File: config.mk
export PLATFORM = sky130hd
export DESIGN_NAME = clockdiv_multi_flat
export DESIGN_NICKNAME = d
export VERILOG_FILES = /design/src/rtl/clockdiv_multi_if.sv /design/src/rtl/clockdiv_multi.sv /design/src/flat_wrapper.sv
export SDC_FILE = /design/constraint.sdc
export NUM_CORES = 1
export LEC_CHECK = 0
export CAP_MARGIN = 20
export CORE_ASPECT_RATIO = 1.2
export CORE_MARGIN = 1
export CORE_UTILIZATION = 62
export CTS_CLUSTER_SIZE = 24
export DETAILED_ROUTE_END_ITERATION = 12
export MAX_ROUTING_LAYER = met4
export PLACE_DENSITY = 0.8
export RECOVER_POWER = 25
export SLEW_MARGIN = 30
export SYNTH_ARGS = -nofsm -noshare
export SYNTH_HDL_FRONTEND = slang
export SYNTH_SLANG_ARGS = --single-unit
File: constraint.sdc
create_clock -name clk -period 4 [get_ports clk]
set_input_delay 0.8 -clock clk [delete_from_list [all_inputs] [get_ports clk]]
set_output_delay 0.8 -clock clk [all_outputs]
set_load 0.1 [all_outputs]
File: src/rtl/clockdiv_multi_if.sv
// Configuration bus and per-channel outputs of the multi-channel clock divider.
// Optional macro CLKDIV_FREEZE_EN adds the freeze input.
interface clockdiv_multi_if #(
    parameter int NUM_CH = 4,
    parameter int CNT_W  = 24,
    parameter int CH_W   = 4
);
    logic              restart;
    logic              cfg_we;
    logic [CH_W-1:0]   cfg_ch;
    logic [CNT_W-1:0]  cfg_div;
    logic [NUM_CH-1:0] tick;
    logic [NUM_CH-1:0] sq;
    logic [NUM_CH-1:0] cfg_pending;
`ifdef CLKDIV_FREEZE_EN
    logic              freeze;
`endif

    // Controller side: drives configuration, observes the channel outputs.
    modport master (
        output restart, cfg_we, cfg_ch, cfg_div,
`ifdef CLKDIV_FREEZE_EN
        output freeze,
`endif
        input  tick, sq, cfg_pending
    );

    // Divider side.
    modport slave (
        input  restart, cfg_we, cfg_ch, cfg_div,
`ifdef CLKDIV_FREEZE_EN
        input  freeze,
`endif
        output tick, sq, cfg_pending
    );
endinterface

File: src/rtl/clockdiv_multi.sv
// clockdiv_multi: NUM_CH independent runtime-programmable dividers on the
// master clock. Each channel emits a one-cycle tick strobe every div_act+1
// cycles and a square wave toggling on each tick. Divisor changes are staged
// and take effect only at the channel's terminal count (glitch-free).
// Optional macro CLKDIV_FREEZE_EN adds a freeze input that holds all channels.
module clockdiv_multi #(
    parameter int NUM_CH   = 4,
    parameter int CNT_W    = 24,
    parameter int DIV_INIT = 1,
    parameter int CH_W     = 4
) (
    input  logic                clk,
    input  logic                clr,
    clockdiv_multi_if.slave     bus
);

    logic [CNT_W-1:0]  cnt_q      [NUM_CH];
    logic [CNT_W-1:0]  cnt_d      [NUM_CH];
    logic [CNT_W-1:0]  div_act_q  [NUM_CH];
    logic [CNT_W-1:0]  div_act_d  [NUM_CH];
    logic [CNT_W-1:0]  div_pend_q [NUM_CH];
    logic [CNT_W-1:0]  div_pend_d [NUM_CH];
    logic [NUM_CH-1:0] pend_q, pend_d;
    logic [NUM_CH-1:0] tick_q, tick_d;
    logic [NUM_CH-1:0] sq_q,   sq_d;
    logic [NUM_CH-1:0] wr_sel;
    logic              hold;

`ifdef CLKDIV_FREEZE_EN
    assign hold = bus.freeze;
`else
    assign hold = 1'b0;
`endif

    // Decode the write strobe; an out-of-range cfg_ch matches no channel.
    always_comb begin
        wr_sel = '0;
        for (int i = 0; i < NUM_CH; i++) begin
            wr_sel[i] = bus.cfg_we && (bus.cfg_ch == CH_W'(i));
        end
    end

    // Per-channel next state: restart, then freeze, then normal counting.
    always_comb begin
        for (int i = 0; i < NUM_CH; i++) begin
            cnt_d[i]      = cnt_q[i];
            div_act_d[i]  = div_act_q[i];
            div_pend_d[i] = div_pend_q[i];
            pend_d[i]     = pend_q[i];
            tick_d[i]     = 1'b0;
            sq_d[i]       = sq_q[i];

            if (bus.restart) begin
                cnt_d[i] = '0;
                sq_d[i]  = 1'b0;
                if (pend_q[i]) begin
                    div_act_d[i] = div_pend_q[i];
                end
                pend_d[i] = 1'b0;
                // A write coinciding with restart bypasses staging.
                if (wr_sel[i]) begin
                    div_act_d[i] = bus.cfg_div;
                end
            end else if (hold) begin
                if (wr_sel[i]) begin
                    div_pend_d[i] = bus.cfg_div;
                    pend_d[i]     = 1'b1;
                end
            end else begin
                if (cnt_q[i] == div_act_q[i]) begin
                    cnt_d[i]  = '0;
                    tick_d[i] = 1'b1;
                    sq_d[i]   = ~sq_q[i];
                    if (pend_q[i]) begin
                        div_act_d[i] = div_pend_q[i];
                        pend_d[i]    = 1'b0;
                    end
                end else begin
                    cnt_d[i] = cnt_q[i] + 1'b1;
                end
                // Staged after any apply above, so a write on the terminal
                // cycle waits for the following boundary.
                if (wr_sel[i]) begin
                    div_pend_d[i] = bus.cfg_div;
                    pend_d[i]     = 1'b1;
                end
            end
        end
    end

    // Counter, active divisor and output registers with synchronous clear.
    always_ff @(posedge clk) begin
        if (clr) begin
            for (int i = 0; i < NUM_CH; i++) begin
                cnt_q[i]     <= '0;
                div_act_q[i] <= CNT_W'(DIV_INIT);
            end
            pend_q <= '0;
            tick_q <= '0;
            sq_q   <= '0;
        end else begin
            for (int i = 0; i < NUM_CH; i++) begin
                cnt_q[i]     <= cnt_d[i];
                div_act_q[i] <= div_act_d[i];
            end
            pend_q <= pend_d;
            tick_q <= tick_d;
            sq_q   <= sq_d;
        end
    end

    // Staged divisor is only consumed when pend is set, so it needs no clear.
    always_ff @(posedge clk) begin
        for (int i = 0; i < NUM_CH; i++) begin
            div_pend_q[i] <= div_pend_d[i];
        end
    end

    assign bus.tick        = tick_q;
    assign bus.sq          = sq_q;
    assign bus.cfg_pending = pend_q;

endmodule

File: src/flat_wrapper.sv
// flat-port wrapper written by rule: the top's interface ports become plain ports
module clockdiv_multi_flat 
#(
    parameter int NUM_CH   = 4,
    parameter int CNT_W    = 24,
    parameter int DIV_INIT = 1,
    parameter int CH_W     = 4
)
  (clk, clr, bus_restart, bus_cfg_we, bus_cfg_ch, bus_cfg_div, bus_tick, bus_sq, bus_cfg_pending);
  clockdiv_multi_if #(.NUM_CH(NUM_CH), .CNT_W(CNT_W), .CH_W(CH_W)) bus_i ();
  input  logic clk;
  input  logic clr;
  input wire logic [$bits(bus_i.restart)-1:0] bus_restart;
  input wire logic [$bits(bus_i.cfg_we)-1:0] bus_cfg_we;
  input wire logic [$bits(bus_i.cfg_ch)-1:0] bus_cfg_ch;
  input wire logic [$bits(bus_i.cfg_div)-1:0] bus_cfg_div;
  output wire logic [$bits(bus_i.tick)-1:0] bus_tick;
  output wire logic [$bits(bus_i.sq)-1:0] bus_sq;
  output wire logic [$bits(bus_i.cfg_pending)-1:0] bus_cfg_pending;
  assign bus_i.restart = bus_restart;
  assign bus_i.cfg_we = bus_cfg_we;
  assign bus_i.cfg_ch = bus_cfg_ch;
  assign bus_i.cfg_div = bus_cfg_div;
  assign bus_tick = bus_i.tick;
  assign bus_sq = bus_i.sq;
  assign bus_cfg_pending = bus_i.cfg_pending;
  clockdiv_multi #(.NUM_CH(NUM_CH), .CNT_W(CNT_W), .DIV_INIT(DIV_INIT), .CH_W(CH_W)) u_core (.clk(clk), .clr(clr), .bus(bus_i));
endmodule
==> results by group, run 1 <==
Yosys
  • Mean area per synthesized cell: 9.92 sq um
  • Top post-synthesis cells by area: dfxtp_1, edfxtp_1, xor2_1
  • Post-synth ARST share: 0
  • Top cell types by occurrence after synthesis: dfxtp_1, xor2_1, nand3_1, nand2_1, nor2_1
  • Register area share after synthesis: 0.437
  • Yosys warnings: 0
  • Count leader, synth: dfxtp_1
  • Synth Flop Type: dfxtp_1
  • Area leader, netlist: dfxtp_1
  • Number of synthesized flops with an enable pin: 96
  • Post-synthesis instance area: 15900 sq um
  • #FFs+latches synth: 300
  • Unique cell type count in the Yosys netlist: 44
  • Syn Inst Count: 1606
  • Post-synth top area share: 0.256
  • Syn nets: 1642

STA
  • Max Clock Skew: 0.0243 ns
  • Post-route clock period utilization: 0.818
  • Slew headroom: 0.263
  • Setup TNS: 0 ns
  • Max-slew violation count: 0
  • Final hold vios: 0
  • Fmax: 0.306 GHz
  • RSZ-0062 raised after global routing: no
  • WHS: 0.479 ns
  • Final setup viols: 0
  • Clock period minus worst slack: 3.27 ns
  • Worst slew pin tran: 1.11 ns

Die
  • Die area: 26400 sq um
  • Row cnt: 63
  • DIE WIDTH: 148 um
  • Core ar.: 25000 sq um
  • Ports: 44
  • DIE HEIGHT: 178 um
  • Initial Util: 0.638

Final layout
  • Fillers: 1855
  • Final Core Density: 0.699
  • Finished layout cell area: 17500 sq um
  • Share of cells above drive strength 1: 0.155
  • Final Net Count: 1627
  • Area added between synthesis and finish: 9.55%

Global route
  • GRT overflow: 0
  • Total Routing Usage GR: 0.325
  • Initial antenna violation count: 1
  • Largest net degree at the start of global routing: 95
  • Vias in the first global route: 12400
  • First-pass GRT wire length: 65700 um

Place
  • I/O Buffers: 43
  • Post-DP HPWL: 24900 um
  • Placed cell area: 16500 sq um
  • Gpl congestion: 0.834

Power and ir drop
  • Peak supply drop: 344 uV
  • Combinational Power Share: 0.161
  • Leakage power: 7.34 nW
  • Int Pwr: 5.10 mW
  • Switching pwr: 2.17 mW
  • Clk pwr share: 0.390
  • Pwr/cell area: 417 nW/um^2
  • Switching share of total power: 0.299
  • Sequential Power Share: 0.449

Worst hold path
  • WHS Path Cells: 1
  • Hold Path Origin: u_core.cnt_q[3][0]
  • Hold Path End: u_core.cnt_q[3][0]
  • Worst hold path class: reg2reg

Clock network
  • CTS tree: yes
  • Reg clk slew, reported paths: 0.06 ns
  • H-tree levels: 1
  • Total CTS buffers: 31
  • Cts hold-fix bufs: 0
  • Number of post-CTS setup repair buffers: 0
  • Root Buffer: clkbuf_16
  • CTS sink count: 300
  • Clk_lat worst skew: 0.56 ns
  • PostCTS Resize Cnt: 0
  • Max clock buf depth: 3

Run
  • Max Cap Viol: 0

Critical path
  • Crit Path Class: in2reg
  • Crit start category: input pin
  • Crit path arrival time: 3.76 ns
  • Crit Path Max Fanout: 29
  • Reg-to-reg slack, setup: 1.55 ns
  • R2R depth: 6
  • FF-to-FF End: u_core.cnt_q[3][19]
  • Launching point of the worst reg2reg path: u_core.div_act_q[3][8]
  • Setup crit end kind: flop
  • Critical Path RT: 4.49 ns

Drt
  • Residual DRC: 0
  • Vias: 12800
  • Via-to-Cell Ratio: 6.59
  • First DRT Iteration DRCs: 1376
  • DRT antenna net count: 0
  • Routed wire length: 41400 um
  • DR pass1 iterations: 5
  • Routed length per instance: 21.3 um

Outcome
  • Status: complete, no violations
==> registers in the layout, indices dropped and copies added, names as in the netlist <==
signal                  flops
u_core.bus.cfg_pending      4
u_core.bus.sq               4
u_core.bus.tick             4
u_core.cnt_q               96
u_core.div_act_q           96
u_core.div_pend_q          96
==> routing by layer <==
layer	GRT usage	up-vias	routed length [um]
met5	-	-	0
met4	0.141	0	1490
met3	0.0509	96	3400
met2	0.511	643	19500
met1	0.414	6231	16900
li1	-	5826	-
==> cells by family (layout without fill, tap and decap cells) <==
kind of cell	count (synthesis)	in the layout	share of synthesized area
simple gates	674	674	0.229
flops	300	300	0.437
mux	188	188	0.137
xor+xnor	184	184	0.101
buf+inv	132	141	0.0369
compound gates	124	124	0.0558
fa+ha+maj	4	4	0.00314
other cells	0	1	0
==> critical path: stages <==
cell and delay [ns]:
dlygate4sd3_1 0.57, clkbuf_1 0.22, inv_1 0.74, clkbuf_1 0.89, and3_1 0.32, a22oi_1 0.09
nand3_1 0.12
==> layout make-up <==
type | count | area [sq um] | area share
Clock inverter | 15 | 126 | 0.00724
Multi-Input combinational cell | 1174 | 8440 | 0.483
Tap cell | 325 | 407 | 0.0233
Inverter | 15 | 58.8 | 0.00337
Timing Repair Buffer | 69 | 604 | 0.0346
Antenna cell | 1 | 2.50 | 0.000143
Sequential cell | 300 | 6970 | 0.399
Clock buffer | 42 | 857 | 0.0491
==> worst max path at each step <==
stage	startpoint	end	slack, ns	cells after the start
floorplan	bus_restart	u_core.div_pend_q[0][0]	0.49	4
global placement	bus_cfg_we	u_core.div_act_q[3][23]	0.92	7
detailed placement	bus_cfg_we	u_core.div_act_q[3][4]	0.93	7
CTS	u_core.bus.sq[2]	bus_sq[2]	1.13	1
global route	bus_restart	u_core.div_act_q[0][9]	0.68	7
finish	bus_restart	u_core.div_act_q[0][9]	0.73	7
==> placed cells by master (no fill, tap or decap), drive strengths merged, types with 92 or more instances in the layout <==
cell and instances:
a22oi 92, and3 107, dfxtp 204, edfxtp 96, mux2 184, nand2 128, nand3 129, nand4 115
nor2 117, xor2 149
==> stage by stage <==
stage               std cells  worst slack [ns]  power [mW]
floorplan                1606             0.494        4.10
global placement         1883             0.920        4.44
detailed placement       1883             0.929        4.46
CTS                      1940              1.13        7.25
global route             1941             0.681        7.47
finish                   1941             0.727        7.27
==> power by group through the flow <==
| stage | clock network, mW | logic, mW | registers, mW |
|---|---|---|---|
| floorplan | 0 | 0.716 | 3.38 |
| global placement | 0 | 1.11 | 3.32 |
| detailed placement | 0 | 1.13 | 3.33 |
| CTS | 2.85 | 1.14 | 3.26 |
| global route | 2.97 | 1.23 | 3.27 |
| finish | 2.84 | 1.17 | 3.26 |
(Power assumes the default switching activity.)
==> inputs of run 2 (changes only) <==
--- a/config.mk
+++ b/config.mk
@@ -8,11 +8,11 @@
 export CAP_MARGIN = 20
 export CORE_ASPECT_RATIO = 1.2
 export CORE_MARGIN = 1
-export CORE_UTILIZATION = 62
+export CORE_UTILIZATION = 56
 export CTS_CLUSTER_SIZE = 24
 export DETAILED_ROUTE_END_ITERATION = 12
 export MAX_ROUTING_LAYER = met4
-export PLACE_DENSITY = 0.8
+export PLACE_DENSITY = 0.76
 export RECOVER_POWER = 25
 export SLEW_MARGIN = 30
 export SYNTH_ARGS = -nofsm -noshare
==> constraint.sdc (replaced) <==
create_clock -name clk -period 2.7 [get_ports clk]
set_input_delay 0.54 -clock clk [delete_from_list [all_inputs] [get_ports clk]]
set_output_delay 0.54 -clock clk [all_outputs]
set_load 0.1 [all_outputs]
==> results by group, run 2 (synthesis results as in run 1) <==
Critical path
  • Crit start category: flop
  • Top Family by Delay on Critical Path: buffers and inverters
  • Critical-path cell list: clkbuf_1
  • Buffers & Inverters on Critical Path: 1
  • Crit Path Max Fanout: 3
  • Critical Path RT: 2.16 ns
  • Crit-path max cell delay: 0.87 ns
  • Crit path arrival time: 1.78 ns
  • Setup crit end kind: primary output
  • Crit Path Class: reg2out
  • Slowest-stage cell, CP: clkbuf_1

Die
  • DIE HEIGHT: 187 um
  • Initial Util: 0.571
  • Core ar.: 27900 sq um
  • DIE WIDTH: 156 um
  • Ports: 44
  • Row cnt: 67
  • Die area: 29100 sq um

Drt
  • Vias: 12900
  • Residual DRC: 0
  • DR pass1 iterations: 5
  • DRT antenna net count: 0
  • Routed length per instance: 20.5 um
  • First DRT Iteration DRCs: 1366
  • Routed wire length: 41400 um
  • Via-to-Cell Ratio: 6.38

Place
  • Worst slack at placement: 0.00837 ns
  • Gpl congestion: 0.832
  • I/O Buffers: 43
  • Post-DP HPWL: 26200 um

STA
  • Final WS setup: 0.378 ns
  • Final setup viols: 0
  • Final hold vios: 0
  • Post-route clock period utilization: 0.860
  • Fmax: 0.431 GHz
  • RSZ-0062 raised after global routing: no
  • Max-slew violation count: 0
  • Worst slew pin tran: 1.17 ns
  • Max Clock Skew: 0.0217 ns
  • Setup TNS: 0 ns
  • WHS: 0.480 ns
  • Slew headroom: 0.224
  • Clock period minus worst slack: 2.32 ns

Global route
  • GRT overflow: 0
  • First-pass GRT wire length: 66200 um
  • Vias in the first global route: 12700
  • Total Routing Usage GR: 0.292
  • Initial antenna violation count: 0
  • Largest net degree at the start of global routing: 51

Clock network
  • CTS sink count: 300
  • Root Buffer: clkbuf_16
  • Number of post-CTS setup repair buffers: 0
  • Cts hold-fix bufs: 0
  • PostCTS Resize Cnt: 0
  • Max clock buf depth: 3
  • CTS tree: yes
  • Clk_lat worst skew: 0.58 ns
  • Total CTS buffers: 30
  • Reg clk slew, reported paths: 0.07 ns
  • H-tree levels: 1

Final layout
  • Most frequent cells in the layout: dfxtp_1, xor2_1, nand3_1
  • Final Core Density: 0.641
  • Antenna Cells: 0
  • Share of cells above drive strength 1: 0.166
  • Register Area: 6970 sq um
  • Fillers: 2201
  • Area added between synthesis and finish: 12.2%
  • Largest regs: u_core.cnt_q x96, u_core.div_act_q x96, u_core.div_pend_q x96
  • Multi-input gate area: 8410 sq um
  • Final Net Count: 1649
  • Most common cell after layout, fill and taps aside: dfxtp_1

Outcome
  • Status: complete, no violations

Run
  • Max Cap Viol: 0

Worst hold path
  • Worst hold path class: reg2reg

Power and ir drop
  • Peak supply drop: 459 uV
  • Pwr Total: 11.1 mW
  • Leakage power: 7.51 nW
  • Pwr/cell area: 620 nW/um^2
[run 2: cell count changes in the layout (fill, tap and decap cells not counted), sizes merged]
| cell | delta |
|---|---|
| buf | +28 |
| bufinv | +2 |
| clkbuf | +3 |
| clkdlybuf4s50 | -7 |
| clkinv | -4 |
| clkinvlp | +2 |
| diode | -1 |
| dlygate4sd3 | -1 |
| inv | -1 |
[run 2: power breakdown]
group / total, mW / leakage [nW] / switching [mW] / internal, mW
clock network: 4.41 / 0.505 / 1.82 / 2.59
registers: 4.83 / 2.51 / 0.0868 / 4.75
logic: 1.85 / 4.50 / 1.34 / 0.507
total: 11.1 / 7.51 / 3.25 / 7.84
[run 2: path summary, 6_finish.rpt]
path	startpoint	end	slack [ns]	cells past startpoint
max	u_core.bus.sq[3]	bus_sq[3]	0.38	1
min	u_core.cnt_q[3][0]	u_core.cnt_q[3][0]	0.48	1
max reg2reg	u_core.cnt_q[2][6]	u_core.cnt_q[2][12]	0.45	6
min reg2reg	u_core.cnt_q[3][0]	u_core.cnt_q[3][0]	0.48	1
[run 2: routing by layer]
metal | wire [um] | vias up | part of all wire | global-route usage
met5 | 0 | - | 0 | -
met4 | 2090 | 0 | 0.050 | 0.162
met3 | 2820 | 120 | 0.068 | 0.0372
met2 | 19100 | 518 | 0.46 | 0.442
met1 | 17300 | 6346 | 0.42 | 0.379
li1 | - | 5878 | - | -
[run 2: area by class of cell]
| class | instances | area share |
|---|---|---|
| Timing Repair Buffer | 92 | 0.0529 |
| Inverter | 15 | 0.00329 |
| Clock buffer | 42 | 0.0479 |
| Tap cell | 379 | 0.0265 |
| Sequential cell | 300 | 0.389 |
| Multi-Input combinational cell | 1174 | 0.470 |
| Clock inverter | 14 | 0.00972 |
[run 2: metrics by stage]
| step | cells | cell area, sq um |
|---|---|---|
| 2_1_floorplan | 1606 | 15900 |
| 3_3_place_gp | 1960 | 16900 |
| 3_5_place_dp | 1960 | 16900 |
| 4_1_cts | 2016 | 17900 |
| 5_1_grt | 2016 | 17900 |
| 6_report | 2016 | 17900 |
